## src/rtl/pack8to256_if.sv

```systemverilog
// Byte-in / word-out bus of the 8-to-256 packer.
// Latency: none, signal bundle only.
// Backpressure: full gates the byte side, empty/rden form the FWFT word side.
interface pack8to256_if #(
  parameter int OUT_WIDTH = 256
);
  logic [7:0]           data8;
  logic                 wren;
  logic                 full;
  logic                 flush;
  logic [OUT_WIDTH-1:0] data256;
  logic                 empty;
  logic                 rden;
  logic                 overflow;

  // Producer/consumer side: drives bytes, flush and pops.
  modport master (
    output data8, wren, flush, rden,
    input  full, data256, empty, overflow
  );

  // Packer side.
  modport slave (
    input  data8, wren, flush, rden,
    output full, data256, empty, overflow
  );
endinterface

```

## src/rtl/pack8to256.sv

```systemverilog
// Packs UART bytes little-endian into OUT_WIDTH words behind a one-word FWFT holding register.
// Latency: last byte (or flush) accepted in cycle N -> word visible, empty=0, in cycle N+1.
// Backpressure: full = flush pending or (last lane next and hold occupied); offered bytes while full are dropped and set sticky overflow.
module pack8to256 #(
  parameter int         OUT_WIDTH = 256,
  parameter logic [7:0] FILL      = 8'h00
) (
  input  logic         clock,
  input  logic         rst_n,
  pack8to256_if.slave  bus
);
  localparam int BYTES = OUT_WIDTH / 8;
  localparam int CW    = (BYTES > 1) ? $clog2(BYTES) : 1;
  localparam logic [CW-1:0] LAST = CW'(BYTES - 1);

  logic [OUT_WIDTH-1:0] acc;
  logic [OUT_WIDTH-1:0] hold;
  logic [CW-1:0]        cnt;
  logic                 hold_vld;
  logic                 flush_pend;
  logic                 overflow;

  logic                 full;
  logic                 accept;
  logic                 hold_free;
  logic                 complete;
  logic                 flush_go;
  logic                 load_flush;
  logic                 load;
  logic [CW:0]          count_next;
  logic [OUT_WIDTH-1:0] acc_next;
  logic [OUT_WIDTH-1:0] padded;

  // full depends on registers only, so no combinational path from rden.
  assign full       = flush_pend || (cnt == LAST && hold_vld);
  assign accept     = bus.wren && !full;
  assign hold_free  = !hold_vld || bus.rden;
  assign count_next = {1'b0, cnt} + (CW+1)'(accept);
  // Completion implies hold is empty: with hold busy the last lane is blocked by full.
  assign complete   = accept && (cnt == LAST);
  // A flush that rides on a natural completion is absorbed into that word.
  assign flush_go   = bus.flush && !flush_pend && !complete && (count_next != '0);
  assign load_flush = (flush_go || flush_pend) && hold_free;
  assign load       = complete || load_flush;

  // Accumulator with this cycle's byte merged in, and its padded image for flushing.
  always_comb begin
    acc_next = acc;
    if (accept) acc_next[{cnt, 3'b000} +: 8] = bus.data8;
    padded = '0;
    for (int i = 0; i < BYTES; i++) begin
      padded[i*8 +: 8] = (i < int'(count_next)) ? acc_next[i*8 +: 8] : FILL;
    end
  end

  // Byte collection, word hand-off into hold, flush deferral and sticky overflow.
  always_ff @(posedge clock or negedge rst_n) begin
    if (!rst_n) begin
      acc        <= '0;
      hold       <= '0;
      cnt        <= '0;
      hold_vld   <= 1'b0;
      flush_pend <= 1'b0;
      overflow   <= 1'b0;
    end else begin
      acc <= acc_next;
      cnt <= load ? '0 : count_next[CW-1:0];
      // A complete word has no lanes at or above count, so padded == acc_next then.
      if (load) hold <= padded;
      if (load)          hold_vld <= 1'b1;
      else if (bus.rden) hold_vld <= 1'b0;
      if (load_flush)                 flush_pend <= 1'b0;
      else if (flush_go && !hold_free) flush_pend <= 1'b1;
      if (bus.wren && full) overflow <= 1'b1;
    end
  end

  assign bus.full     = full;
  assign bus.data256  = hold;
  assign bus.empty    = !hold_vld;
  assign bus.overflow = overflow;
endmodule

```

## src/flat_wrapper.sv

```systemverilog
// flat-port wrapper written by rule: the top's interface ports become plain ports
module pack8to256_flat 
#(
  parameter int         OUT_WIDTH = 256,
  parameter logic [7:0] FILL      = 8'h00
)
  (clock, rst_n, bus_data8, bus_wren, bus_flush, bus_rden, bus_full, bus_data256, bus_empty, bus_overflow);
  pack8to256_if #(.OUT_WIDTH(OUT_WIDTH)) bus_i ();
  input  logic clock;
  input  logic rst_n;
  input wire logic [$bits(bus_i.data8)-1:0] bus_data8;
  input wire logic [$bits(bus_i.wren)-1:0] bus_wren;
  input wire logic [$bits(bus_i.flush)-1:0] bus_flush;
  input wire logic [$bits(bus_i.rden)-1:0] bus_rden;
  output wire logic [$bits(bus_i.full)-1:0] bus_full;
  output wire logic [$bits(bus_i.data256)-1:0] bus_data256;
  output wire logic [$bits(bus_i.empty)-1:0] bus_empty;
  output wire logic [$bits(bus_i.overflow)-1:0] bus_overflow;
  assign bus_i.data8 = bus_data8;
  assign bus_i.wren = bus_wren;
  assign bus_i.flush = bus_flush;
  assign bus_i.rden = bus_rden;
  assign bus_full = bus_i.full;
  assign bus_data256 = bus_i.data256;
  assign bus_empty = bus_i.empty;
  assign bus_overflow = bus_i.overflow;
  pack8to256 #(.OUT_WIDTH(OUT_WIDTH), .FILL(FILL)) u_core (.clock(clock), .rst_n(rst_n), .bus(bus_i));
endmodule
```

## config.mk

```make
export PLATFORM = sky130hd
export DESIGN_NAME = pack8to256_flat
export DESIGN_NICKNAME = d
export VERILOG_FILES = /design/src/rtl/pack8to256_if.sv /design/src/rtl/pack8to256.sv /design/src/flat_wrapper.sv
export SDC_FILE = /design/constraint.sdc
export NUM_CORES = 1
export LEC_CHECK = 0
export CAP_MARGIN = 0
export CELL_PAD_IN_SITES_DETAIL_PLACEMENT = 0
export CELL_PAD_IN_SITES_GLOBAL_PLACEMENT = 1
export CORE_ASPECT_RATIO = 1.4
export CORE_MARGIN = 2
export CORE_UTILIZATION = 45
export DETAILED_ROUTE_END_ITERATION = 8
export GPL_ROUTABILITY_DRIVEN = 0
export MAX_ROUTING_LAYER = met4
export PLACE_DENSITY_LB_ADDON = 0.3
export SETUP_SLACK_MARGIN = 0.05
export SLEW_MARGIN = 0
export SYNTH_ARGS = -nofsm -noshare
export SYNTH_HDL_FRONTEND = slang
export SYNTH_SLANG_ARGS = --single-unit
```

## constraint.sdc

```tcl
create_clock -name clock -period 5.2 [get_ports clock]
set_clock_uncertainty 0.1 [all_clocks]
set_input_delay 1.56 -clock clock [delete_from_list [all_inputs] [get_ports clock]]
set_output_delay 1.56 -clock clock [all_outputs]
set_load 0.02 [all_outputs]
```

==> impl_metrics.toml <==
[yosys]
synth_cells = 1473
synth_area_per_cell_um2 = 14.14
synthAdderAreaFrac_pct = 0.3605
yosys.area_share.simple_pct = 5.371
synth_top_family_by_area = "compound AO/OA/AOI/OAI gates"
ys_ff_latch = 520
synth-compound-area-share_pct = 14.29
synth_edf_count = 0
ys_types = 62
synthMuxAreaShare_pct = 13.60
yosysSeqAreaShare_pct = 62.48
ys_async_sr_fraction_pct = 100.0
syn-cell-area_um2 = 20830
ys.flop_type = "dfrtp_1"
synth-xor-area-share_pct = 0.3304
synth_fp_nets = 1492
synth_top_area_share_pct = 62.48
synth_top_cell_by_area = "dfrtp_1"
synth.area.top_cells = "dfrtp_1 62%, mux2_2 9.2%, a32o_1 5.0%"
ys_warn_count = 0

[setup_path]
path_cells = "clkdlybuf4s50_1 -> nor2b_1 -> nor2b_1 -> ha_1 -> ha_1 -> nor2_1 -> a21o_1 -> a21oi_1 -> or3_1 -> a32o_1"
crit_buf_inv = 1
worst_setup_path_end_kind = "flop"
slowest_stage = "a21oi_1"
cp_slowest_stage_delay_ps = 830
timing.rr.end = "u_core.bus.data256[129]"
crit_type = "primary input to flop"
worstPathArrival_ps = 5090
r2r_start = "u_core.cnt[2]"
path_delay_family = "compound AO/OA/AOI/OAI gates"
crit_fanout = 10
cp-start-kind = "primary input"
crit_required_ps = 5590
ff2ff_path_depth = 10
reg2reg_slack_ps = 1010

[flow_run]
cap_viol_max_count = 0

[cells_and_area]
most-common-layout-cells = "520 x dfrtp_1, 270 x clkdlybuf4s50_1, 170 x mux2_2"
drive_gt1_share_pct = 20.36
area_growth_pct = 25.54
fin_util_pct = 57.03
fin_nets = 1771
layout_commonest_cell = "dfrtp_1"

[place]
place.detailed.hpwl_um = 38960
io_buffers = 271

[grt]
track_usage_pct = 24.56
grt_pass1_vias = 14230
antenna_found_initial = 3
grt_pass1_wl_um = 86800
grt-ovfl-total = 0
grt_max_degree = 112

[sta]
setup_tns_ps = 0
hold_ws_ps = 354.4
setup_viol = 0
fmax_mhz = 213.0
drv_slew = 0
worst_pin_slew_ps = 1242
grt_setup_unrepaired = "no"
layout_min_cycle_time_ps = 4695
finalCritPeriodShare_pct = 90.29
finalHoldViolCount = 0
maxSlewHeadroom_pct = 17.02

[clock_network]
clk_pin_slew_worst_paths_ps = 60
cts-root-buf = "clkbuf_16"
clk_path_buf_depth = 3
cts_setup_buffers = 0
cts_buffers = 48
cts_resized = 0
cts_hold_buf = 0
cts_tree = "yes"
cts-htree-levels = 2
cts.sinks = 520
clock_latency_ps = 560

[floorplanning]
die_area_um2 = 48040
fp-row-count = 93
core_area_um2 = 45850
io_pins = 272
die_width_um = 185.8
start_util_pct = 45.43
die_h_um = 258.5

[drt]
drtPass1Iterations = 7
vias = 13660
routed_via_density = 5.676
ant_nets = 0
drc_errors = 0
drt_iter0_drc = 1095
wl_per_cell_um = 23.60
routed_wl_um = 56800

[power]
power.density_nw_per_um2 = 425.2
ir_drop_mv = 0.3142
leakagePower_nw = 12.28

[min_path]
hp-start = "u_core.bus.overflow"
min_to = "u_core.bus.overflow"
holdPathStages = 1
hp-class = "flop to flop"

[status]
outcome = "finished, final reports clean"
[synth_stat cells, drive strengths merged (2+ instances only)]
master / number
a211oi: 14
a21o: 2
a21oi: 11
a22o: 88
a31o: 3
a31oi: 2
a32o: 104
a32oi: 3
and2: 13
and2b: 2
and3: 33
buf: 58
clkbuf: 33
dfrtp: 520
ha: 6
inv: 85
mux2: 176
mux2i: 82
nand2: 30
nand2b: 4
nand3: 9
nor2: 32
nor2b: 17
nor3: 21
nor4: 6
o211ai: 4
o21a: 4
o21ai: 13
o21ba: 3
o21bai: 2
o2bb2ai: 65
or2: 6
or3: 5
xnor2: 4
xor2: 3
[worst max path at each step]
| stage | start | endpoint | slack, ps | cells after the start |
|---|---|---|---|---|
| floorplan | bus_wren | u_core.bus.data256[100] | 1020 | 12 |
| global placement | bus_wren | u_core.bus.data256[133] | 180 | 10 |
| detailed placement | bus_wren | u_core.bus.data256[128] | 60 | 10 |
| CTS | bus_wren | u_core.bus.data256[129] | 600 | 10 |
| global route | bus_wren | u_core.bus.data256[128] | 390 | 10 |
| finish | bus_wren | u_core.bus.data256[129] | 500 | 10 |
[worst register-to-register path: cells and delay by family (launching register included)]
kind                       cells  cell delay (ps)
and+or+nand+nor                5             1210
DFF                            1              980
adders and majority gates      2              580
AOI/OAI and AO/OA              3             1240
[per-layer routing]
layer  GRT usage, %  up-vias  share of wire (%)
li1               -     5982                  -
met2          40.76      418                 51
met5              -        -                  0
met3          2.825       80                4.5
met4          6.255        0                2.0
met1          32.29     7181                 43
[state kept, by name (all words and copies together), names as in the netlist]
name / flops
u_core.bus.data256: 256
u_core.cnt: 5
u_core.acc: 256
u_core.bus.overflow: 1
u_core.flush_pend: 1
u_core.hold_vld: 1
[through the flow]
step	instances	setup WS [ps]	cell area [µm²]	power, W
global route	2407	390.3	26150	0.01158
CTS	2405	600.5	26140	0.01117
detailed placement	2319	64.22	24420	0.007394
global placement	2319	180.0	24420	0.007331
floorplan	1473	1021	20830	0.006374
finish	2407	504.8	26150	0.01112
[kinds of logic after synthesis]
logic type	Yosys count
buffers and inverters	176
AOI/OAI and AO/OA	323
and+or+nand+nor	183
muxes	258
DFF	520
adders and majority gates	6
xor gates and xnor gates	7
[final cells by class]
| class | count | area (µm²) |
|---|---|---|
| Multi-Input combinational cell | 777 | 7122 |
| Timing Repair Buffer | 320 | 3198 |
| Clock buffer | 69 | 1441 |
| Tap cell | 617 | 772.0 |
| Fill cell | 3806 | 19700 |
| Inverter | 85 | 319.1 |
| Sequential cell | 520 | 13010 |
| Clock inverter | 17 | 275.3 |
| Antenna cell | 2 | 5.005 |
[report_power, final]
part	internal (W)	switching [W]
combinational	0.000838	0.00188
clock	0.00227	0.00151
sequential	0.00442	0.000194
No activity file was read; power rests on OpenSTA's default activity.
